`src/rtl/cnt_diff_monitor.sv`:
```
// Watches a pair of counters for divergence, captures the first diverging values and reports
// each divergence's length as an event over a valid/ack handshake, with sticky alarm/lost flags.
module cnt_diff_monitor #(
  parameter int unsigned WIDTH  = 32,
  parameter int unsigned RUN_W  = 16,
  parameter int unsigned THRESH = 4
) (
  input  logic             clk,
  input  logic             rst,
  input  logic             en,
  input  logic [WIDTH-1:0] cnt1,
  input  logic [WIDTH-1:0] cnt2,
  input  logic             ack,
  output logic             valid,
  output logic [WIDTH-1:0] cap_cnt1,
  output logic [WIDTH-1:0] cap_cnt2,
  output logic [RUN_W-1:0] run_len,
  output logic [RUN_W-1:0] evt_cnt,
  output logic             mismatch,
  output logic             alarm,
  output logic             lost
);

  localparam logic [RUN_W-1:0] RunMax  = '1;
  localparam logic [RUN_W-1:0] ThreshV = RUN_W'(THRESH);
  localparam logic [RUN_W-1:0] RunOne  = RUN_W'(1);

  typedef enum logic [1:0] {StIdle, StWatch, StRun, StReport} state_e;

  state_e           state_q;
  logic             m;
  logic [RUN_W-1:0] run_inc;

  assign m       = en & (cnt1 != cnt2);
  assign run_inc = (run_len == RunMax) ? run_len : run_len + RunOne;

  always_ff @(posedge clk) begin
    if (rst) begin
      state_q  <= StIdle;
      valid    <= 1'b0;
      cap_cnt1 <= '0;
      cap_cnt2 <= '0;
      run_len  <= '0;
      evt_cnt  <= '0;
      mismatch <= 1'b0;
      alarm    <= 1'b0;
      lost     <= 1'b0;
    end else begin
      mismatch <= m;
      unique case (state_q)
        StIdle: begin
          if (en) state_q <= StWatch;
        end
        StWatch: begin
          if (!en) begin
            state_q <= StIdle;
          end else if (m) begin
            state_q  <= StRun;
            cap_cnt1 <= cnt1;
            cap_cnt2 <= cnt2;
            run_len  <= RunOne;
            if (ThreshV == RunOne) alarm <= 1'b1;
          end
        end
        StRun: begin
          // Dropping enable abandons the run; captured values are left as they were.
          if (!en) begin
            state_q <= StIdle;
          end else if (m) begin
            run_len <= run_inc;
            if (run_inc == ThreshV) alarm <= 1'b1;
          end else begin
            state_q <= StReport;
            valid   <= 1'b1;
            if (evt_cnt != RunMax) evt_cnt <= evt_cnt + RunOne;
          end
        end
        StReport: begin
          // A pending report always completes; any new divergence meanwhile is only flagged.
          if (m) lost <= 1'b1;
          if (ack) begin
            state_q <= StWatch;
            valid   <= 1'b0;
          end
        end
        default: state_q <= StIdle;
      endcase
    end
  end

endmodule

```
`config.mk`:
```
export PLATFORM = sky130hd
export DESIGN_NAME = cnt_diff_monitor
export DESIGN_NICKNAME = d
export VERILOG_FILES = /design/src/rtl/cnt_diff_monitor.sv
export SDC_FILE = /design/constraint.sdc
export NUM_CORES = 1
export LEC_CHECK = 0
export CELL_PAD_IN_SITES_DETAIL_PLACEMENT = 1
export CELL_PAD_IN_SITES_GLOBAL_PLACEMENT = 2
export CORE_ASPECT_RATIO = 1.1
export CORE_MARGIN = 1.5
export CORE_UTILIZATION = 27
export CTS_BUF_LIST = sky130_fd_sc_hd__clkbuf_2 sky130_fd_sc_hd__clkbuf_4 sky130_fd_sc_hd__clkbuf_8
export DETAILED_ROUTE_END_ITERATION = 12
export PLACE_DENSITY = 0.91
export SETUP_SLACK_MARGIN = 0.4
export SLEW_MARGIN = 20
export SYNTH_ARGS = -nofsm -noshare
export SYNTH_HDL_FRONTEND = slang
export SYNTH_SLANG_ARGS = --single-unit
```
`constraint.sdc`:
```
create_clock -name clk -period 2.69 [get_ports clk]
set_input_delay 0.4035 -clock clk [delete_from_list [all_inputs] [get_ports clk]]
set_output_delay 0.4035 -clock clk [all_outputs]
set_load 0.01 [all_outputs]
```
==> results of run 1 <==
[synthesized netlist by cell type (2+ instances only)]
master,count
dfxtp_1,102
nor2_1,89
mux2i_1,68
xnor2_1,38
nand2_1,30
nand4_1,16
clkbuf_1,15
nand3_1,14
nor3_1,12
a21oi_1,11
buf_2,11
xor2_1,11
and3_1,10
inv_1,9
a31oi_1,7
ha_1,6
o21a_1,6
o21ai_0,6
or4_1,6
o31ai_1,5
nor2b_1,4
nor4_1,4
nand3_2,3
o31a_1,3
a21o_1,2
a31o_1,2
and2_1,2
buf_4,2
nand3b_1,2
nor3b_1,2
nor4_4,2
nor4b_1,2
o211ai_1,2
o41ai_1,2
or3b_1,2
[what timing repair did]
| item | 4_1_cts | 5_1_grt |
|---|---|---|
| pin swaps | 27 | 18 |
| resized for setup | 65 | 52 |
| setup buffers | 6 | 1 |
| setup endpoints to repair | 99 | 48 |
| gates cloned | 1 | 4 |
[worst max-delay path by stage]
stage                          start         end  slack, ns  cells past startpoint
final                       cnt1[20]  state_q[1]       0.49                      8
after detailed placement    cnt2[22]  state_q[1]      -0.41                      8
after CTS                   cnt1[16]  state_q[1]       0.40                      8
after global placement      cnt2[26]  run_len[0]      -0.26                     11
after floorplan           run_len[0]       alarm       0.50                      8
after global routing        cnt1[20]  run_len[0]       0.35                     10
[power by group]
| group | switching, uW | internal (uW) | leakage [uW] | total (uW) |
|---|---|---|---|---|
| Clock | 606 | 366 | 0.0000904 | 972 |
| Combinational | 344 | 401 | 0.00196 | 745 |
| Sequential | 47.7 | 1580 | 0.000834 | 1630 |
[state kept, by name (all words and copies together), names as in the netlist]
register	flops
cap_cnt2	32
alarm	1
run_len	16
mismatch	1
cap_cnt1	32
state_q	2
evt_cnt	16
valid	1
lost	1
[logic make-up (layout without fill, tap and decap cells)]
| group | Yosys count | count (layout) |
|---|---|---|
| and+or+nand+nor | 204 | 204 |
| DFF | 102 | 102 |
| muxes | 69 | 69 |
| AOI/OAI and AO/OA | 54 | 55 |
| xor gates and xnor gates | 49 | 49 |
| buffers and inverters | 37 | 246 |
| adders and majority gates | 6 | 6 |
| other | 0 | 5 |
[cell type report]
class / count / area [um2] / share of cell area, %
multi-input combinational: 383 / 2806 / 37.29
timing repair buffer: 221 / 2132 / 28.33
sequential: 102 / 2062 / 27.40
tap: 234 / 292.8 / 3.890
clock buffer: 10 / 131.4 / 1.746
clock inverter: 6 / 55.05 / 0.7315
inverter: 9 / 33.78 / 0.4489
antenna: 5 / 12.51 / 0.1663
[layer usage]
layer	routed length [um]	vias to the layer above	GRT usage, %	part of all wire, %
li1	-	2245	-	-
met1	6787	2271	19.68	39
met2	9137	130	33.72	52
met3	1305	14	6.632	7.5
met4	225	0	5.965	1.3
met5	0	-	0	0
[critical path, stage by stage]
cell,delay [ns]
dlygate4sd2_1,0.28
xnor2_1,0.23
nand4_1,0.22
nor4_4,0.39
nand2_2,0.12
mux2_4,0.33
a221oi_4,0.29
mux2i_1,0.23
[through the flow]
stage | worst slack, ns | util (%) | cell area (um2) | setup TNS, ns | total power, uW
2_1_floorplan | 0.5026 | - | 4796 | 0 | 1974
3_3_place_gp | -0.2616 | 40.69 | 7000 | -11.46 | 2348
3_5_place_dp | -0.4091 | 40.69 | 7000 | -14.78 | 2376
4_1_cts | 0.3966 | 42.52 | 7315 | 0 | 3359
5_1_grt | 0.3513 | 43.75 | 7526 | 0 | 3505
6_report | 0.4859 | 43.75 | 7526 | 0 | 3347
==> impl_metrics.json, run 1 <==
{
  "cp_data_required_time_ns": 3.00,
  "dp_hpwl_um": 13040,
  "htree_num_levels": 3,
  "p_leak_uw": 0.002883,
  "layout_common_cells": "clkdlybuf4s50_1 (110), dfxtp_1 (90), nor2_1 (86)",
  "endpoint_kind": "flip-flop",
  "routed_via_density": 4.804,
  "grt_start_max_net_pins": 58,
  "grt_util_all_layers_pct": 18.51,
  "cts.path.max_buffers": 2,
  "clock.fmax_mhz": 453.7,
  "worstSkewPairLatency_ns": 0.39,
  "ys_ff_latch": 102,
  "synth_warnings": 0,
  "cts_root_buf": "clkbuf_8",
  "rr_worst_depth": 8,
  "cts_made_buffers": 9,
  "hold_end": "cap_cnt2[26]",
  "postCtsHoldBufs": 0,
  "vias": 4660,
  "synth_top_flop_cell": "dfxtp_1",
  "hold_class": "in -> reg",
  "die_height_um": 142.7,
  "drt_iter0_drc": 171,
  "finalSetupViolations": 0,
  "clock_sinks": 102,
  "rsz0062_at_grt": "true",
  "synthTopCellsByArea": "dfxtp_1 (43%), mux2i_1 (14%), nor2_1 (7.0%)",
  "antenna_found_initial": 5,
  "hold-path-cell-count": 3,
  "worst_pin_slew_ns": 0.7497,
  "core_um2": 17200,
  "r2r_start": "evt_cnt[12]",
  "gp_congestion": 0.8175,
  "clkTransAtPathRegs_ns": 0.11,
  "synthMuxAreaShare_pct": 14.45,
  "seq_area_frac_synth_pct": 42.63,
  "hold_viol": 0,
  "whs_ns": 0.3006,
  "finClkSkew_ns": 0.01210,
  "synth_fa_ha_area_share_pct": 1.567,
  "wl_per_cell_um": 17.99,
  "avgSynthCellArea_um2": 9.193,
  "area_growth_pct": 57.13,
  "numPortBuffers": 167,
  "final_cells": 970,
  "syn_inst": 521,
  "synth-compound-area-share_pct": 7.811,
  "powerDensity_nw_per_um2": 444.8,
  "io_pins": 168,
  "synth_edf_count": 0,
  "start_kind": "input port",
  "final_antenna_net_count": 0,
  "period_needed_ns": 2.204,
  "fp.dieArea_um2": 18550,
  "routed_wl_um": 17460,
  "final_common_cell": "clkdlybuf4s50_1",
  "min_from": "cnt2[26]",
  "fin_crit_sh_pct": 81.94,
  "arrival_ns": 2.51,
  "yosys.area_share.simple_pct": 21.24,
  "syn_area_um2": 4790,
  "synthArstFlopShare_pct": 0,
  "firstDrtPassIters": 4,
  "synth_xor_area_share_pct": 8.960,
  "synth_cell_type_count": 48,
  "synth_fp_nets": 595,
  "max-slew-margin-rel_pct": 50.02,
  "maxSlewViolCount": 0,
  "die_w_um": 130.0,
  "max_cap_violations": 0,
  "drive_gt1_share_pct": 16.96,
  "rrSetupSlack_ns": 0.54,
  "final_nets": 800,
  "route.detailed.drc": 0,
  "critPathMaxFanout": 3,
  "grt_pass1_vias": 5049,
  "synth_top_family_by_area": "simple AND/OR/NAND/NOR gates",
  "row_count": 50,
  "synth_top_cell_area_share_pct": 42.63,
  "dp.cells": 937,
  "grt_overflow": 0,
  "irDropWorstVdd_uv": 231.8,
  "status": "finished, final reports clean",
  "cts_tree": "built",
  "timing.rr.end": "evt_cnt[3]",
  "grt_pass1_wl_um": 26520,
  "synth_top_cell_by_area": "dfxtp_1",
  "num-fill-cells": 1991,
  "start_util_pct": 27.84,
  "path_class": "in -> reg"
}
No activity file was read; power rests on OpenSTA's default activity.
==> run 2: changes to the inputs <==
CORE_UTILIZATION = 24   (was 27)
PLACE_DENSITY = 0.86   (was 0.91)
clock period = 1.9 ns   (was 2.69 ns; I/O delays follow)
==> impl_metrics.json, run 2 (synthesis results as in run 1) <==
{
  "gp_congestion": 0.8217,
  "start_kind": "flip-flop",
  "worstSkewPairLatency_ns": 0.40,
  "die_w_um": 137.7,
  "cp_num_buf_inv": 0,
  "fin_crit_sh_pct": 112.1,
  "dp_hpwl_um": 13360,
  "fp.dieArea_um2": 20810,
  "crit_slowest_cell": "or4_4",
  "period_needed_ns": 2.130,
  "crit_family": "simple AND/OR/NAND/NOR gates",
  "hold_class": "in -> reg",
  "multi_input_area_um2": 3412,
  "cts_tree": "built",
  "grt_overflow": 0,
  "firstDrtPassIters": 4,
  "grt_pass1_vias": 5774,
  "grt_util_all_layers_pct": 20.14,
  "die_height_um": 151.2,
  "cts.path.max_buffers": 2,
  "path_cells": "ha_4, nand3_4, nor3_4, and3_4, nand3_2, o21a_1, or4_4, o2bb2ai_2",
  "clock.fmax_mhz": 469.6,
  "core_um2": 19730,
  "p_leak_uw": 0.004106,
  "endpoint_kind": "flip-flop",
  "violations": "setup timing",
  "path_class": "reg -> reg",
  "route.detailed.drc": 0,
  "max_cap_violations": 0,
  "layout_common_cells": "buf_4 (97), dlygate4sd2_1 (93), nor2_1 (84)",
  "regArea_um2": 2106,
  "max-slew-margin-rel_pct": 24.88,
  "row_count": 54,
  "routed_via_density": 4.809,
  "antenna_found_initial": 0,
  "cp_data_required_time_ns": 2.25,
  "routed_wl_um": 21700,
  "powerDensity_nw_per_um2": 573.6,
  "rrSetupSlack_ns": -0.23,
  "final_cells": 1085,
  "final_nets": 902,
  "numPortBuffers": 167,
  "cts_made_buffers": 9,
  "maxSlewViolCount": 0,
  "clkTransAtPathRegs_ns": 0.12,
  "drt_iter0_drc": 161,
  "num-fill-cells": 2186,
  "start_util_pct": 24.28,
  "clock_sinks": 102,
  "grt-busiest-layer": "met2",
  "worst_pin_slew_ns": 1.127,
  "drive_gt1_share_pct": 45.14,
  "wl_per_cell_um": 20.00,
  "finClkSkew_ns": 0.01305,
  "final_antenna_net_count": 0,
  "grt_start_max_net_pins": 92,
  "htree_num_levels": 3,
  "critPathMaxFanout": 4,
  "area_growth_pct": 90.91,
  "grt_use_met1_pct": 22.29,
  "irDropWorstVdd_uv": 413.5,
  "io_pins": 168,
  "finalSetupViolations": 30,
  "rsz0062_at_grt": "true",
  "setup_ws_ns": -0.2297,
  "hold_viol": 0,
  "grt_pass1_wl_um": 31710,
  "status": "complete, but fails checks",
  "arrival_ns": 2.48,
  "cts_root_buf": "clkbuf_8",
  "dp.cells": 1003,
  "whs_ns": 0.1400,
  "grtUsageMet3_pct": 5.288,
  "largestRegisters": "cap_cnt1: 32 flops, cap_cnt2: 32 flops",
  "vias": 5218,
  "final_common_cell": "buf_4",
  "n_antenna_cell": 0,
  "grtUsageMet2_pct": 36.60,
  "cpPeakStageDelay_ns": 0.54
}
==> run 2: power by group <==
group          internal [uW]  switching (uW)
clock                    645             928
combinational            766             609
sequential              2230            63.0
==> run 2: timing repair <==
| item | CTS | global route |
|---|---|---|
| setup buffers | 42 | 10 |
| hold buffers | 0 | 0 |
| gates cloned | 14 | 0 |
| gates resized for setup | 397 | 124 |
| setup endpoints to repair | 202 | 117 |
| pin swaps | 83 | 63 |
==> run 2: through the flow <==
step	total power (uW)	TNS, ns	utilization [%]	instance area [um2]	setup WS (ns)
5_1_grt	5459	-8.104	46.35	9144	-0.3035
3_5_place_dp	3399	-83.15	38.44	7584	-0.9507
3_3_place_gp	3364	-78.70	38.44	7584	-0.9384
4_1_cts	5202	-2.059	44.74	8826	-0.1822
6_report	5245	-1.841	46.35	9144	-0.2297
2_1_floorplan	2815	-0.1182	-	5044	-0.02530
==> run 2: worst register-to-register path, delay by kind of cell, from the launching register on <==
| kind | cells | cell delay [ns] |
|---|---|---|
| simple gates | 5 | 1.26 |
| flops | 1 | 0.37 |
| compound gates | 2 | 0.28 |
| fa+ha+maj | 1 | 0.17 |
==> run 2: layout make-up <==
cell class,instances,share of cell area [%]
clock buffer,9,1.355
timing repair buffer,323,33.48
inverter,9,0.3968
clock inverter,7,0.9715
sequential,102,23.03
multi-input combinational,383,37.32
tap,252,3.448
==> run 2: worst paths after layout <==
kind / startpoint / endpoint / depth (start not counted)
worst max-delay path: run_len[1] / alarm / 8
worst min-delay path: cnt2[0] / cap_cnt2[0] / 3
worst max register to register: run_len[1] / alarm / 8
worst min register to register: alarm / alarm / 1
==> run 2: routing by layer <==
metal	routed length, um	share of wire [%]
met4	515	2.4
met5	0	0
met1	8387	39
met2	11510	53
met3	1284	5.9
==> run 3: changes to the inputs <==
SLEW_MARGIN = 30   (was 20)
==> impl_metrics.json, run 3 (synthesis results as in run 1) <==
{
  "status": "complete, but fails checks",
  "violations": "setup timing",
  "cts_made_buffers": 9,
  "hold_class": "in -> reg",
  "wl_met3_um": 1315,
  "wl_met2_um": 11520,
  "period_needed_ns": 2.119,
  "fin_crit_sh_pct": 111.5,
  "crit_family": "simple AND/OR/NAND/NOR gates",
  "setup.worst_path.end": "alarm",
  "num-fill-cells": 2189,
  "layout_common_cells": "buf_4 (98), dlygate4sd2_1 (93), nor2_1 (84)",
  "postCtsHoldBufs": 0,
  "grt_util_all_layers_pct": 20.14,
  "final_antenna_net_count": 0,
  "worstSkewPairLatency_ns": 0.40,
  "cts.path.max_buffers": 2,
  "routed_via_density": 4.813,
  "cts_root_buf": "clkbuf_8",
  "grt_pass1_wl_um": 31710,
  "maxSlewViolCount": 0,
  "dp_hpwl_um": 13360,
  "path_class": "reg -> reg",
  "clkTransAtPathRegs_ns": 0.13,
  "gp_congestion": 0.8217,
  "finalSetupViolations": 45,
  "rr_worst_depth": 8,
  "arrival_ns": 2.46,
  "drt_iter0_drc": 123,
  "die_w_um": 137.7,
  "place_area_um2": 7584,
  "cp_data_required_time_ns": 2.25,
  "rrSetupSlack_ns": -0.22,
  "wl_met1_um": 8372,
  "max_cap_violations": 0,
  "timing.rr.end": "alarm",
  "max-slew-margin-rel_pct": 45.93,
  "setup_ws_ns": -0.2185,
  "start_util_pct": 24.28,
  "regArea_um2": 2106,
  "row_count": 54,
  "worst_pin_slew_ns": 0.8110,
  "n_antenna_cell": 0,
  "grt_overflow": 0,
  "firstDrtPassIters": 5,
  "die_height_um": 151.2,
  "critPathMaxFanout": 4,
  "crit_path_start": "run_len[1]",
  "hold_viol": 0,
  "final_nets": 905,
  "grt_pass1_vias": 5774,
  "multi_input_area_um2": 3400,
  "cts_tree": "built",
  "path_depth": 8,
  "p_leak_uw": 0.004122,
  "route.detailed.drc": 0,
  "vias": 5237,
  "io_pins": 168,
  "grt_start_max_net_pins": 92,
  "final_common_cell": "buf_4",
  "area_growth_pct": 91.27,
  "drive_gt1_share_pct": 45.22,
  "r2r_start": "run_len[1]",
  "powerDensity_nw_per_um2": 572.2,
  "endpoint_kind": "flip-flop",
  "antenna_found_initial": 0,
  "rsz0062_at_grt": "true",
  "numPortBuffers": 167,
  "finClkSkew_ns": 0.01700,
  "crit_slowest_cell": "or4_4",
  "htree_num_levels": 3,
  "cpPeakStageDelay_ns": 0.53,
  "fp.dieArea_um2": 20810,
  "path_cells": "ha_4, nand3_4, nor3_4, and3_4, nand3_2, o21a_1, or4_4, o2bb2ai_2",
  "routed_wl_um": 21700,
  "cp_num_buf_inv": 0,
  "finish.instance_area_um2": 9161,
  "clock_sinks": 102,
  "start_kind": "flip-flop",
  "power_uw": 5242,
  "core_um2": 19730,
  "largestRegisters": "cap_cnt1: 32 flops, cap_cnt2: 32 flops",
  "clock.fmax_mhz": 472.0,
  "irDropWorstVdd_uv": 414.6,
  "wl_per_cell_um": 19.95,
  "maxUsedRoutingLayer": "met4"
}
==> run 3: tightest hold or removal path: stages <==
cell	delay [ns]
buf_6	0.08
mux2i_1	0.06
nor2_1	0.08
==> run 3: final cells by class <==
class	count	share of cell area, %
clock buffers	9	1.352
clock inverters	7	0.9697
inverters	9	0.3961
multi-input cells	383	37.11
flip-flops and latches	102	22.99
well taps	252	3.442
repair buffers	326	33.75
==> run 3: report_power, final <==
part           switching [uW]  internal, uW
Combinational             611           771
Sequential               63.1          2230
Clock                     918           645
Total                    1590          3650
==> run 3: stage by stage <==
stage / hold slack (ns) / utilization (%) / std cells / setup slack, ns / TNS, ns
6_report: 0.1486 / 46.44 / 1088 / -0.2185 / -2.617
5_1_grt: 0.1422 / 46.44 / 1088 / -0.3036 / -8.458
4_1_cts: 0.1277 / 44.74 / 1075 / -0.1822 / -2.059
3_5_place_dp: 0.4834 / 38.44 / 1003 / -0.9507 / -83.15
3_3_place_gp: 0.4664 / 38.44 / 1003 / -0.9384 / -78.70
2_1_floorplan: 0.4322 / - / 521 / -0.02530 / -0.1182
==> run 3: per-layer routing <==
metal / global-route usage [%] / vias up
li1: - / 2450
met1: 22.29 / 2581
met2: 36.60 / 167
met3: 5.288 / 39
met4: 7.656 / 0
met5: 0 / -
==> run 3: timing repair <==
action | CTS | global route
gates resized for setup | 397 | 123
setup buffers | 42 | 13
pin swaps | 83 | 65
cloned | 14 | 0
endpoints found under the setup margin | 202 | 117
==> run 3: how the worst min path moves through the flow <==
stage | depth (start not counted) | from | slack [ns] | end
2_1_floorplan | 2 | cnt1[31] | 0.43 | cap_cnt1[31]
3_3_place_gp | 1 | alarm | 0.47 | alarm
3_5_place_dp | 1 | alarm | 0.48 | alarm
4_1_cts | 3 | cnt2[20] | 0.13 | cap_cnt2[20]
5_1_grt | 3 | cnt2[20] | 0.14 | cap_cnt2[20]
6_report | 3 | cnt2[20] | 0.15 | cap_cnt2[20]
